`src/rtl/mac_pkg.sv`:
```
// Shared constants and types for the signed multiply-accumulate unit.
package mac_pkg;

    localparam int DATA_W = 8;
    localparam int ACC_W  = 19;
    localparam int PROD_W = 2 * DATA_W;

    typedef logic signed [ACC_W-1:0] acc_t;

endpackage : mac_pkg

```
`src/rtl/mac_mult.sv`:
```
// Combinational full-precision signed DATA_W x DATA_W multiplier.
module mac_mult
    import mac_pkg::*;
#(
    parameter int DATA_W = mac_pkg::DATA_W
) (
    input  logic signed [DATA_W-1:0]   a_i,
    input  logic signed [DATA_W-1:0]   b_i,
    output logic signed [2*DATA_W-1:0] p_o
);

    // Both operands are signed, so the product is exact in 2*DATA_W bits.
    assign p_o = a_i * b_i;

endmodule : mac_mult

```
`src/rtl/mac_unit.sv`:
```
// Signed multiply-accumulate: acc <= (clear ? 0 : acc) + inA*inB, one result per cycle.
module mac_unit
    import mac_pkg::*;
#(
    parameter int DATA_W = mac_pkg::DATA_W,
    parameter int ACC_W  = mac_pkg::ACC_W
) (
    input  logic              clk,
    input  logic              rst_n,
    input  logic              macc_clear,
    input  logic [DATA_W-1:0] inA,
    input  logic [DATA_W-1:0] inB,
    output logic [ACC_W-1:0]  macc_out
);

    localparam int P_W = 2 * DATA_W;

    logic signed [P_W-1:0]   prod_s;
    logic signed [ACC_W-1:0] prod_ext_s;
    logic signed [ACC_W-1:0] sum_s;
    logic signed [ACC_W-1:0] acc_d;
    logic signed [ACC_W-1:0] acc_q;

    mac_mult #(
        .DATA_W (DATA_W)
    ) u_mult (
        .a_i (inA),
        .b_i (inB),
        .p_o (prod_s)
    );

    // Sign-extend the product, add, and select between load and accumulate.
    always_comb begin
        prod_ext_s = {{(ACC_W-P_W){prod_s[P_W-1]}}, prod_s};
        sum_s      = acc_q + prod_ext_s;
        acc_d      = sum_s;
        if (macc_clear) begin
            acc_d = prod_ext_s;
        end else begin
            acc_d = sum_s;
        end
    end

    // Accumulator register; reset wins over clear and operands.
    always_ff @(posedge clk) begin
        if (!rst_n) begin
            acc_q <= {ACC_W{1'b0}};
        end else begin
            acc_q <= acc_d;
        end
    end

    assign macc_out = acc_q;

endmodule : mac_unit

```
`config.mk`:
```
export PLATFORM = sky130hd
export DESIGN_NAME = mac_unit
export DESIGN_NICKNAME = d
export VERILOG_FILES = /design/src/rtl/mac_pkg.sv /design/src/rtl/mac_mult.sv /design/src/rtl/mac_unit.sv
export SDC_FILE = /design/constraint.sdc
export NUM_CORES = 1
export LEC_CHECK = 0
export CAP_MARGIN = 30
export CORE_ASPECT_RATIO = 0.7
export CORE_MARGIN = 2
export CORE_UTILIZATION = 54
export CTS_CLUSTER_DIAMETER = 60
export CTS_CLUSTER_SIZE = 8
export DETAILED_ROUTE_END_ITERATION = 6
export GPL_TIMING_DRIVEN = 0
export PLACE_DENSITY = 0.77
export SETUP_SLACK_MARGIN = 0.15
export SYNTH_ARGS = -nofsm -noshare
export SYNTH_HDL_FRONTEND = slang
export SYNTH_HIERARCHICAL = 1
export SYNTH_SLANG_ARGS = --single-unit
```
`constraint.sdc`:
```
create_clock -name clk -period 5.84 [get_ports clk]
set_input_delay 1.168 -clock clk [delete_from_list [all_inputs] [get_ports clk]]
set_output_delay 1.168 -clock clk [all_outputs]
set_load 0.1 [all_outputs]
```
==> summary.md <==
| Metric | Value |
|---|---|
| Core area | about 7400 um^2 |
| Largest net degree at the start of global routing | 11 |
| CTS tree | done |
| Post-synth top area cell | fa_1 |
| Yosys reg bits | 19 |
| Share of cells above drive strength 1 | 26.0% |
| CP Launch Type | input pin |
| Avg Vias per Cell | between 5 and 6 |
| DRT antenna net count | 0 |
| Failing checks | setup timing |
| Drc violations | 0 |
| Clock Sinks | 19 |
| Max clock buf depth | 2 |
| Worst Hold Class | reg -> reg |
| Seq/Total Area, Yosys | 9.16% |
| Yosys top cell area share | a little over a quarter |
| Fill cell count | ~550 |
| Final Skew | 0.00736 ns |
| Slew headroom | 34.8% |
| Vias in the first global route | about 3600 |
| Crit path DAT | 6.40 ns |
| Most used flip-flop cell after synthesis | dfxtp_1 |
| Initial core utilization | 56.2% |
| Post-Syn Instances | 495 |
| Number of max-cap violations | 0 |
| Worst path required time | roughly 6.1 ns |
| Placed wire-length estimate | 7830 um |
| H-tree depth | 1 |
| Max incr delay on CP | roughly 0.59 ns |
| Status | finished, violations left |
| Die W | 109 um |
| IO Count | 38 |
| Grt total ovfl | 0 |
| Num CTS Buffers | 3 |
| Dpl ws | -1.33 ns |
| WL/cell | approximately 16 um |
| Tmin final | between 6 and 7 ns |
| First-pass GRT wire length | 17100 um |
| Post-route clock period utilization | 106% |
| Die area | ~8400 um^2 |
| Nets | 700 |
| Final Cell Area | 5470 um^2 |
| Placed Cells | 629 |
| RSZ-0062 raised after global routing | true |
| Site Rows | 26 |
| EDFF count, synth | 0 |
| Max-slew violations | 0 |
| WS Path Type | in -> reg |
| Synthesized netlist net count | 617 |
| Tot GR Track Use | 25.5% |
| Max reg flops | 19 |
| PnR worst setup slack | -0.345 ns |
| Clk_lat worst skew | approximately 0.27 ns |
| Mapped Avg Cell Area | between 8 and 9 um^2 |
| Finished Layout Cells | 675 |
| Final core area utilization | 74.0% |
| CP Max Fanout | 8 |
| Sequential cell area | roughly 380 um^2 |
| IO Port Bufs | 36 |
| Clk slew on worst S/H paths | 0.08 ns |
| Hold_buf cts | 0 |
| Number of diodes | 0 |
| Final wirelength | ~11000 um |
| CTS root buffer | clkbuf_8 |
| Ys async rst share | 0% |
| Area grow syn2layout | 31.7% |
| Worst Max-Slew Pin Slew | 0.974 ns |
| Most common cell in the netlist | inv_1 |
| Cell Area, Synth | 4150 um^2 |
| Drt pass-1 iters | 5 |
| Multi-input logic area | just under 4000 um^2 |
| CP cell instances | buf_4 > and2_4 > fa_1 > inv_2 > fa_1 > inv_1 > fa_1 > inv_1 > fa_1 > inv_1 > ha_2 > nand2_1 > a211o_1 > a21oi_2 > xnor2_2 > buf_4 > ha_4 > a21oi_2 > o21ai_2 > or3_4 > o211ai_2 > mux2i_1 |
| Synth cell count leaders | inv_1, fa_1, and2_1 |
| Warnings from Yosys | 6 |
| Endpoint class of the critical path | flop |
| Synth unique cells | 53 |
| Die Height | 77.3 um |
| CP dominant cell by count | fa_1 |
| CP max stage cell | fa_1 |
| Final setup vio count | 6 |
| Initial antenna violation count | 0 |
| Cell Area, Placed | 4690 um^2 |
| Gpl congestion | 0.949 |
| DR vias | 3840 |
| Starting DRT DRC Count | ~320 |
| Hold Fails Final Rpt | 0 |
| Fmax | 0.162 GHz |
| Ranking of synthesized cells by area | fa_1, ha_1, dfxtp_1, inv_1, and2_1 |
-- stage by stage --
step	TNS [ns]	hold slack (ns)
CTS	-1.05	0.693
detailed placement	-10.17	0.673
global route	-2.55	0.737
global placement	-9.06	0.655
finish	-1.40	0.690
floorplan	-0.742	1.11
-- layout by cell type, fill, tap and decap left out, types with 9 or more instances in the layout --
master	instances
a21o_1	9
ha_4	11
nand3_1	14
xnor2_1	13
dfxtp_1	19
and2_1	44
nor2_1	13
clkdlybuf4s50_1	20
ha_1	34
fa_1	55
inv_1	84
nand2_1	29
o21ai_0	11
buf_6	10
a21oi_1	15
buf_4	44
-- critical path: cells and delay by family --
kind | cells | cell delay, ns
AO/OA/AOI/OAI | 5 | 0.97
XOR/XNOR | 1 | 0.17
adder cells (fa/ha/maj) | 6 | 2.66
buffers and inverters | 6 | 0.57
multiplexers | 1 | 0.18
AND/OR/NAND/NOR | 3 | 0.67
-- layer usage --
layer | up-vias | global-route usage [%] | share of wire [%]
li1 | 1779 | - | -
met1 | 1861 | 39.2 | 45
met2 | 151 | 39.3 | 46
met3 | 49 | 3.53 | 6.3
met4 | 0 | 3.21 | 2.3
met5 | - | 0 | 0
-- worst paths after layout --
check,startpoint,to,slack [ns],cells after the start
worst max register to register,macc_out[0]$_SDFF_PN0_,macc_out[14]$_SDFF_PN0_,3.57,9
worst min register to register,macc_out[0]$_SDFF_PN0_,macc_out[0]$_SDFF_PN0_,0.69,3
worst min-delay path,macc_out[0]$_SDFF_PN0_,macc_out[0]$_SDFF_PN0_,0.69,3
worst max-delay path,inA[7],macc_out[18]$_SDFF_PN0_,-0.35,22
-- what timing repair did --
action                                  in CTS  in global routing
resized for setup                          141                 53
pin swaps                                   33                 44
hold endpoints to repair                     0                  0
gates cloned                                 0                  0
setup buffers                               23                 19
endpoints found under the setup margin      10                  9
-- kinds of logic (layout without fill, tap and decap cells) --
logic type	after synthesis	after routing	share of synthesized area (%)
xor+xnor	22	22	4.64
simple gates	169	169	22.3
fa+ha+maj	103	103	41.2
buf+inv	98	180	8.92
compound gates	81	81	13.1
flops	19	19	9.16
mux	3	3	0.754
-- cell type report --
cell class                      count  share of cell area (%)
Multi-Input combinational cell    378                    70.4
Timing Repair Buffer               78                    12.8
Sequential cell                    19                    6.96
Inverter                           91                    6.25
Tap cell                           98                    2.24
Clock buffer                        4                   0.824
Buffer                              7                   0.526
Power is not shown: default switching activity piles up to over one toggle a cycle in this logic, so the estimate is an artifact.
